--- src/rtl/eggtimer_pkg.sv ---
// Shared egg-timer definitions: FSM state encoding, BCD limits, load sanitiser.
package eggtimer_pkg;

  typedef enum logic [1:0] {
    StIdle  = 2'd0,
    StRun   = 2'd1,
    StPause = 2'd2,
    StAlarm = 2'd3
  } state_e;

  localparam logic [3:0] BcdDigitMax   = 4'd9;
  localparam logic [3:0] BcdSecTensMax = 4'd5;

  localparam int unsigned DefaultTicksPerSec = 10;

  // Clamp a {tens, ones} BCD byte: ones to 9, tens to tens_max.
  function automatic logic [7:0] clamp_bcd(input logic [7:0] v, input logic [3:0] tens_max);
    logic [3:0] tens;
    logic [3:0] ones;
    tens = (v[7:4] > tens_max)    ? tens_max    : v[7:4];
    ones = (v[3:0] > BcdDigitMax) ? BcdDigitMax : v[3:0];
    return {tens, ones};
  endfunction

endpackage

--- src/rtl/bcd_time_dec.sv ---
// Combinational MM:SS BCD decrement by one second. 00:00 passes through unchanged.
module bcd_time_dec
  import eggtimer_pkg::*;
(
  input  logic [15:0] time_in,
  output logic [15:0] time_out,
  output logic        zero
);

  logic [3:0] mt, mo, st, so;
  logic [3:0] mt_d, mo_d, st_d, so_d;
  logic       in_zero;

  assign mt      = time_in[15:12];
  assign mo      = time_in[11:8];
  assign st      = time_in[7:4];
  assign so      = time_in[3:0];
  assign in_zero = (time_in == 16'h0000);

  // Ripple the borrow from seconds-ones up to minutes-tens.
  always_comb begin
    mt_d = mt;
    mo_d = mo;
    st_d = st;
    so_d = so;
    if (!in_zero) begin
      if (so != 4'd0) begin
        so_d = so - 4'd1;
      end else begin
        so_d = BcdDigitMax;
        if (st != 4'd0) begin
          st_d = st - 4'd1;
        end else begin
          st_d = BcdSecTensMax;
          if (mo != 4'd0) begin
            mo_d = mo - 4'd1;
          end else begin
            mo_d = BcdDigitMax;
            mt_d = mt - 4'd1;
          end
        end
      end
    end
  end

  assign time_out = {mt_d, mo_d, st_d, so_d};
  // Flags a result of 00:00, i.e. the decrement that should fire the alarm.
  assign zero     = (time_out == 16'h0000);

endmodule

--- src/rtl/countdown_timer.sv ---
// Egg-timer core: BCD MM:SS countdown driven by divider ticks, with timed alarm.
module countdown_timer
  import eggtimer_pkg::*;
#(
  parameter int unsigned TICKS_PER_SEC = DefaultTicksPerSec,
  parameter int unsigned ALARM_SECS    = 5
) (
  input  logic       clk,
  input  logic       reset,
  input  logic       tick,
  input  logic       load,
  input  logic [7:0] load_mm,
  input  logic [7:0] load_ss,
  input  logic       start_stop,
  input  logic       clear,
  output logic [7:0] mm,
  output logic [7:0] ss,
  output logic       running,
  output logic       alarm,
  output logic       done
);

  localparam int unsigned SubW       = $clog2(TICKS_PER_SEC);
  localparam int unsigned AlarmTicks = ALARM_SECS * TICKS_PER_SEC;
  localparam int unsigned AlarmW     = $clog2(AlarmTicks);

  localparam logic [SubW-1:0]   SubLast   = SubW'(TICKS_PER_SEC - 1);
  localparam logic [AlarmW-1:0] AlarmLast = AlarmW'(AlarmTicks - 1);

  state_e            state_q;
  logic [SubW-1:0]   sub_q;
  logic [AlarmW-1:0] acnt_q;

  logic [15:0] load_time;
  logic [15:0] dec_time;
  logic        dec_zero;
  logic        time_zero;
  logic        sec_done;

  // Sanitise the load value so the held time is always valid BCD MM:SS.
  always_comb begin
    load_time = {clamp_bcd(load_mm, BcdDigitMax), clamp_bcd(load_ss, BcdSecTensMax)};
  end

  assign time_zero = ({mm, ss} == 16'h0000);
  assign sec_done  = tick && (sub_q == SubLast);

  bcd_time_dec u_dec (
    .time_in  ({mm, ss}),
    .time_out (dec_time),
    .zero     (dec_zero)
  );

  // Timer FSM with registered outputs, sub-second counter and alarm counter.
  always_ff @(posedge clk or posedge reset) begin
    if (reset) begin
      state_q <= StIdle;
      mm      <= 8'h00;
      ss      <= 8'h00;
      running <= 1'b0;
      alarm   <= 1'b0;
      done    <= 1'b0;
      sub_q   <= '0;
      acnt_q  <= '0;
    end else begin
      done <= 1'b0;
      if (clear) begin
        state_q <= StIdle;
        mm      <= 8'h00;
        ss      <= 8'h00;
        running <= 1'b0;
        alarm   <= 1'b0;
        sub_q   <= '0;
        acnt_q  <= '0;
      end else begin
        case (state_q)
          StIdle: begin
            // load wins over a coincident start_stop
            if (load) begin
              {mm, ss} <= load_time;
            end else if (start_stop && !time_zero) begin
              state_q <= StRun;
              running <= 1'b1;
              sub_q   <= '0;
            end
          end

          StRun: begin
            // The tick is applied before start_stop; reaching 00:00 drops start_stop.
            if (sec_done && !time_zero) begin
              sub_q    <= '0;
              {mm, ss} <= dec_time;
              if (dec_zero) begin
                state_q <= StAlarm;
                running <= 1'b0;
                alarm   <= 1'b1;
                done    <= 1'b1;
                acnt_q  <= '0;
              end else if (start_stop) begin
                state_q <= StPause;
                running <= 1'b0;
              end
            end else begin
              if (tick) begin
                sub_q <= sub_q + SubW'(1);
              end
              if (start_stop) begin
                state_q <= StPause;
                running <= 1'b0;
              end
            end
          end

          StPause: begin
            if (load) begin
              {mm, ss} <= load_time;
              sub_q    <= '0;
              state_q  <= StIdle;
            end else if (start_stop) begin
              state_q <= StRun;
              running <= 1'b1;
            end
          end

          StAlarm: begin
            if (start_stop) begin
              state_q <= StIdle;
              alarm   <= 1'b0;
              acnt_q  <= '0;
            end else if (tick) begin
              if (acnt_q == AlarmLast) begin
                state_q <= StIdle;
                alarm   <= 1'b0;
                acnt_q  <= '0;
              end else begin
                acnt_q <= acnt_q + AlarmW'(1);
              end
            end
          end

          default: begin
            state_q <= StIdle;
            running <= 1'b0;
            alarm   <= 1'b0;
          end
        endcase
      end
    end
  end

endmodule
--- config.mk ---
export PLATFORM = sky130hd
export DESIGN_NAME = countdown_timer
export DESIGN_NICKNAME = d
export VERILOG_FILES = /design/src/rtl/eggtimer_pkg.sv /design/src/rtl/bcd_time_dec.sv /design/src/rtl/countdown_timer.sv
export SDC_FILE = /design/constraint.sdc
export NUM_CORES = 1
export LEC_CHECK = 0
export CAP_MARGIN = 40
export CORE_MARGIN = 2
export CORE_UTILIZATION = 63
export CTS_CLUSTER_DIAMETER = 200
export DETAILED_ROUTE_END_ITERATION = 8
export DONT_BUFFER_PORTS = 1
export MAX_ROUTING_LAYER = met4
export PLACE_DENSITY_LB_ADDON = 0.3
export SYNTH_ARGS = -nofsm -noshare
export SYNTH_HDL_FRONTEND = slang
export SYNTH_HIERARCHICAL = 1
export SYNTH_SLANG_ARGS = --single-unit
--- constraint.sdc ---
create_clock -name clk -period 2.8 [get_ports clk]
set_input_delay 0.56 -clock clk [delete_from_list [all_inputs] [get_ports clk]]
set_output_delay 0.56 -clock clk [all_outputs]
set_load 0.01 [all_outputs]
# Word level (Yosys, flattened, before mapping)
# Index checks and enable logic that the tools add are counted.
# word_totals
regBits,31
in_bits,22
output_inout_bits,19
wordCells,126
# op_classes
add_sub_neg,6
n_lt_le_gt_ge,4
eq_ne,17
mux,71
n_reduce_logical,20
# ops
cell,count
$mux W4,23
$mux W8,6
$mux W6,6
$logic_not A16 Y1,2
$pmux W8 S2,2
$mux W2,11
$ne A3 B3 Y1 const B,7
$reduce_and A5 Y1,4
$mux W1,18
$ne A4 B4 Y1 const B,4
$reduce_bool A4 Y1,4
$sub A4 B1 Y4 const B,4
$gt A4 B4 Y1 const B,3
$pmux W4 S3,1
$pmux W6 S2,1
$pmux W2 S4,1
$add A6 B1 Y6 const B,1
$eq A6 B6 Y1 const B,1
$reduce_bool A3 Y1,2
$add A4 B1 Y4 const B,1
$eq A2 B2 Y1 const B,2
$eq A4 B4 Y1 const B,1
$gt A4 B3 Y1 const B,1
$reduce_and A4 Y1,1
9 further kinds,11

# Longest topological paths before layout
# depth
depth_word,10
depth_mapped,12
mapped_depth_nobuf,12

# Modules after synthesis
# The synthesis kept the hierarchy.
# modules_own_cells
mod,instances,cells_per_inst,area_per_inst_um2,seq_area_each_um2
countdown_timer,1,197,1806.7,775.7
bcd_time_dec,1,68,440.4,0.0

# Worst setup path before layout
# Ideal clock, no wire load.
# synth_timing
path_type,reg2reg
startpoint,register mm[4]
endpoint,register acnt_q[4]
setup_time_ns,0.095
arrival_time_ns,2.501
required_time_ns,2.705
setup_slack_ns,0.203
path_stages_with_launch,12
n_path_buf,0
cell_sequence,dfrtp_1 inv_1 ha_1 nor3b_1 nand4b_2 nor3_1 a21oi_1 nor3_2 o2111a_1 a221oi_4 nand2b_1 o31ai_1
# synth_via
elab_chain_len,8
word_cells_on_any_way,15
classes_between,add/sub (1); eq/ne (2); mux (7); reduce/logical (5)
# synth_lines
item,line_no,rtl
start: declaration,countdown_timer.sv:16,"output logic [7:0] mm,"
start signal: assignment,countdown_timer.sv:80,"{mm, ss} <= load_time;"
start signal: assignment,countdown_timer.sv:92,"{mm, ss} <= dec_time;"
start signal: assignment,countdown_timer.sv:116,"{mm, ss} <= load_time;"
$sub A4 B1 Y4,bcd_time_dec.sv:39,mt_d = mt - 4'd1;
$mux W4,bcd_time_dec.sv:35,if (mo != 4'd0) begin
$mux W4,bcd_time_dec.sv:31,if (st != 4'd0) begin
$mux W4,bcd_time_dec.sv:27,if (so != 4'd0) begin
$mux W4,bcd_time_dec.sv:26,if (!in_zero) begin
$logic_not A16 Y1 (*),bcd_time_dec.sv:48,assign zero = (time_out == 16'h0000);
via dec_zero,countdown_timer.sv:36,logic dec_zero;
$ne A3 B3 Y1 (no line) (*),n/a,
$reduce_and A4 Y1 (no line) (*),n/a,
end signal: assignment,countdown_timer.sv:136,acnt_q <= acnt_q + AlarmW'(1);
end: declaration,countdown_timer.sv:32,logic [AlarmW-1:0] acnt_q;
# Mark *: on every way through the listed nets, which the timed path passes. The rest lies on a longest branch.
# A chain may end at the register's enable or synchronous reset.

# Worst setup path in the final report
# layout_timing
startpoint,register mm[5]
endpoint,register acnt_q[5]
# The elaborated chain is that of the path after synthesis.

==> impl_results.rst <==
.. list-table::
   :header-rows: 1

   * - Metric
     - Value
   * - Number of slew-limit violations in the final report
     - 0
   * - Violation count after the first detailed-routing iteration
     - 210
   * - Required time at the worst-slack endpoint
     - 3050 ps
   * - Worst Max-Slew Pin Slew
     - 708 ps
   * - Met1 track utilization from global routing
     - 0.326
   * - Met3 capacity usage during global routing
     - 0.0786
   * - Number of global-route vias before repair
     - 1,992
   * - Top-level I/O count
     - 41
   * - Max_cap viols
     - 0
   * - Worst Clk Skew
     - 10.5 ps
   * - Total vias in the final route
     - 2,125
   * - Slowest cell delay on critical path
     - 470 ps
   * - Critical path startpoint category
     - register
   * - Net total in the final layout
     - 308
   * - CTS Hold Bufs
     - 0
   * - Gpl congestion
     - 0.972
   * - Worst hold margin
     - 173 ps
   * - Min-Delay Path Class
     - primary input to asynchronous set/reset pin
   * - Switching power
     - 522 uW
   * - Combinational cell fraction of total power
     - 0.338
   * - Lkg Pwr
     - 0.00108 uW
   * - Synth unique cells
     - 52
   * - Antenna violations before repair
     - 0
   * - PwrDens
     - 588 nW/um2
   * - WL final
     - 5390 um
   * - Number of input and output port buffers inserted
     - 0
   * - Total nets after synthesis
     - 293
   * - Clk buf depth
     - 2
   * - Clock tree from TritonCTS
     - built
   * - Status
     - completed
   * - Placed cell count
     - 317
   * - Gate family responsible for the most delay along the worst path
     - simple AND/OR/NAND/NOR gates
   * - Post-synth ARST share
     - 1.00
   * - Final standard cell utilization of the core
     - 0.747
   * - CTS Root Cell
     - sky130_fd_sc_hd__clkbuf_4
   * - Critical path's slowest cell
     - sky130_fd_sc_hd__dfrtp_2
   * - Highest ir drop seen on vdd
     - 0.307 mV
   * - Count of buffer and inverter cells on the critical path
     - 1
   * - Category of the most critical setup path
     - register to register
   * - Worst Path Max Fanout
     - 9
   * - DP Area
     - 2390 um2
   * - Seq/Total Area, Yosys
     - 0.345
   * - Floorplan row count
     - 21
   * - RSZ-0062 raised after global routing
     - no
   * - Layer carrying the most global-route usage
     - met2
   * - Number of synthesis warnings
     - 6
   * - Headroom to the max-slew limit
     - 0.521
   * - Sequential cell fraction of total power
     - 0.366
   * - Clk slew on worst S/H paths
     - 100 ps
   * - R2r worst-path depth
     - 11
   * - RR Endpoint
     - acnt_q[5]$_DFFE_PP0P_
   * - Int Power
     - 968 uW
   * - Peak Freq
     - 0.381 GHz
   * - Die outline height
     - 63.7 um
   * - Core Area
     - 3390 um2
   * - Wire length of the first global-routing pass
     - 8930 um
   * - Yosys reg bits
     - 31
   * - Number of nets still failing antenna checks after routing
     - 0
   * - H-tree level count
     - 2
   * - Final Cell Area
     - 2530 um2
   * - Clock net sink count
     - 31
   * - Final-report hold violation count
     - 0
   * - Switching power as a share of total power
     - 0.350
   * - Total GRT Usage
     - 0.288
   * - Number of buffers created by CTS
     - 5
   * - DP HPWL
     - 3770 um
   * - Area enclosed by the die boundary
     - 4060 um2
   * - Data arrival time of the critical path
     - 2880 ps
   * - CP endpoint kind
     - register
   * - Number of design rule violations left after detail routing
     - 0
   * - Clk network pwr share
     - 0.296
   * - Area overhead of the layout relative to synthesis
     - 12.7%
   * - Total Neg Setup Slack
     - 0 ps
   * - Cells after synthesis
     - 265
   * - First drt pass iteration count
     - 4
   * - Startpoint of the most critical register-to-register path
     - mm[5]$_DFFE_PP0P_
   * - Met2 track demand over resource in global routing
     - 0.486
   * - Most used cells in the layout excluding fill and tap cells
     - 41 x sky130_fd_sc_hd__nand2_1, 29 x sky130_fd_sc_hd__dfrtp_1, 25 x sky130_fd_sc_hd__o21ai_0, 19 x sky130_fd_sc_hd__nor2_1, 19 x sky130_fd_sc_hd__o31ai_1
   * - Post-synthesis instance area
     - 2250 um2
   * - Layout cell share with drive strength beyond 1
     - 0.178
   * - GRT Residual Overflow
     - 0
   * - Via density per instance
     - 6.50
   * - Latest clock arrival within the worst-skew pair
     - 350 ps
   * - Average cell area after synthesis
     - 8.48 um2
   * - Non-filler instance count after layout
     - 327
   * - Effective utilization at floorplan
     - 0.663
   * - Total inserted antenna cells
     - 0
   * - Most frequent standard cell in the layout excluding fill and tap cells
     - sky130_fd_sc_hd__nand2_1
   * - Drt wl/cell
     - 16.5 um
   * - Finish-stage setup viols
     - 0
   * - Post-layout min period
     - 2630 ps
   * - Post-synth EDFFs
     - 0
   * - Maximum number of pins on one net before global-route repair
     - 33
   * - Portion of the clock cycle consumed by the worst path in the final layout
     - 0.938
   * - Most common flop cell mapped by yosys
     - sky130_fd_sc_hd__dfrtp_1
   * - Worst reg2reg setup slack
     - 170 ps
   * - Overall die width
     - 63.7 um
   * - Chain of cells forming the critical path
     - inv_1 -> ha_1 -> nor3b_2 -> nand4b_2 -> nor3_1 -> a21oi_1 -> nor3_2 -> o2111a_2 -> a221oi_4 -> nand2b_2 -> o31ai_1
==> per-stage QoR <==
stage / worst slack, ps / power, uW
floorplan: 203 / 897
global placement: 184 / 1010
detailed placement: 66.4 / 1020
CTS: 67.9 / 1460
global route: 14.9 / 1570
finish: 174 / 1490
==> layer usage <==
layer	wire [um]	part of all wire
met1	2170	0.40
met2	2690	0.50
met3	396	0.073
met4	131	0.024
met5	0	0
==> flip-flops by register name (all words and copies together), names as in the netlist <==
name     count
sub_q        4
mm           8
state_q      2
done         1
alarm        1
running      1
ss           8
acnt_q       6
==> worst register-to-register path, stage by stage (launching register included) <==
cell	delay, ps
sky130_fd_sc_hd__dfrtp_2	470
sky130_fd_sc_hd__inv_1	90
sky130_fd_sc_hd__ha_1	170
sky130_fd_sc_hd__nor3b_2	160
sky130_fd_sc_hd__nand4b_2	260
sky130_fd_sc_hd__nor3_1	200
sky130_fd_sc_hd__a21oi_1	80
sky130_fd_sc_hd__nor3_2	250
sky130_fd_sc_hd__o2111a_2	280
sky130_fd_sc_hd__a221oi_4	100
sky130_fd_sc_hd__nand2b_2	240
sky130_fd_sc_hd__o31ai_1	220
==> area by class of cell <==
class / count / area (um2)
multi-input cells: 211 / 1410
fillers: 244 / 857
flip-flops and latches: 31 / 778
repair buffers: 18 / 135
clock inverters: 2 / 60.1
well taps: 46 / 57.6
inverters: 13 / 48.8
clock buffers: 6 / 41.3
==> cell usage after synthesis, drive strengths merged (2+ instances only) <==
cell	number	share of area
nand4b	2	0.011
a21oi	14	0.031
dfrtp	31	0.35
nand2	41	0.068
nand3	12	0.027
a22oi	7	0.026
nor4	8	0.052
clkbuf	6	0.010
nor2b	5	0.014
or4	3	0.012
buf	4	0.0089
xor2	3	0.012
mux2i	4	0.018
nand2b	8	0.022
o22ai	2	0.0084
nor3	6	0.016
nor2	19	0.032
ha	6	0.033
a211oi	2	0.0067
o31ai	21	0.072
inv	13	0.022
o311ai	2	0.011
o21ai	25	0.056
nand4	2	0.0084
==> power by group through the flow <==
stage	clock network, uW	registers, uW	logic (uW)
after floorplan	0	577	320
after global placement	0	548	467
after detailed placement	0	549	474
after CTS	444	540	479
after global routing	468	552	554
final	440	546	504
==> worst max path at each step <==
stage	end	slack, ps	cells past startpoint	start
after floorplan	acnt_q[4]$_DFFE_PP0P_	200	11	mm[4]$_DFFE_PP0P_
after global placement	acnt_q[5]$_DFFE_PP0P_	180	11	mm[5]$_DFFE_PP0P_
after detailed placement	acnt_q[4]$_DFFE_PP0P_	70	11	mm[5]$_DFFE_PP0P_
after CTS	acnt_q[4]$_DFFE_PP0P_	70	11	mm[5]$_DFFE_PP0P_
after global routing	acnt_q[5]$_DFFE_PP0P_	10	9	ss[4]$_DFFE_PP0P_
final	acnt_q[5]$_DFFE_PP0P_	170	11	mm[5]$_DFFE_PP0P_
==> what timing repair did <==
action                                  4_1_cts  5_1_grt
resized for setup                             0        7
buffers inserted                              0        2
endpoints found under the setup margin        0        5
==> cells by family after synthesis <==
logic type | synth area share
buffers and inverters | 0.0406
AOI/OAI and AO/OA | 0.258
adders and majority gates | 0.0334
muxes | 0.0228
and+or+nand+nor | 0.285
xor gates and xnor gates | 0.0156
DFF | 0.345
(Power assumes the default switching activity.)
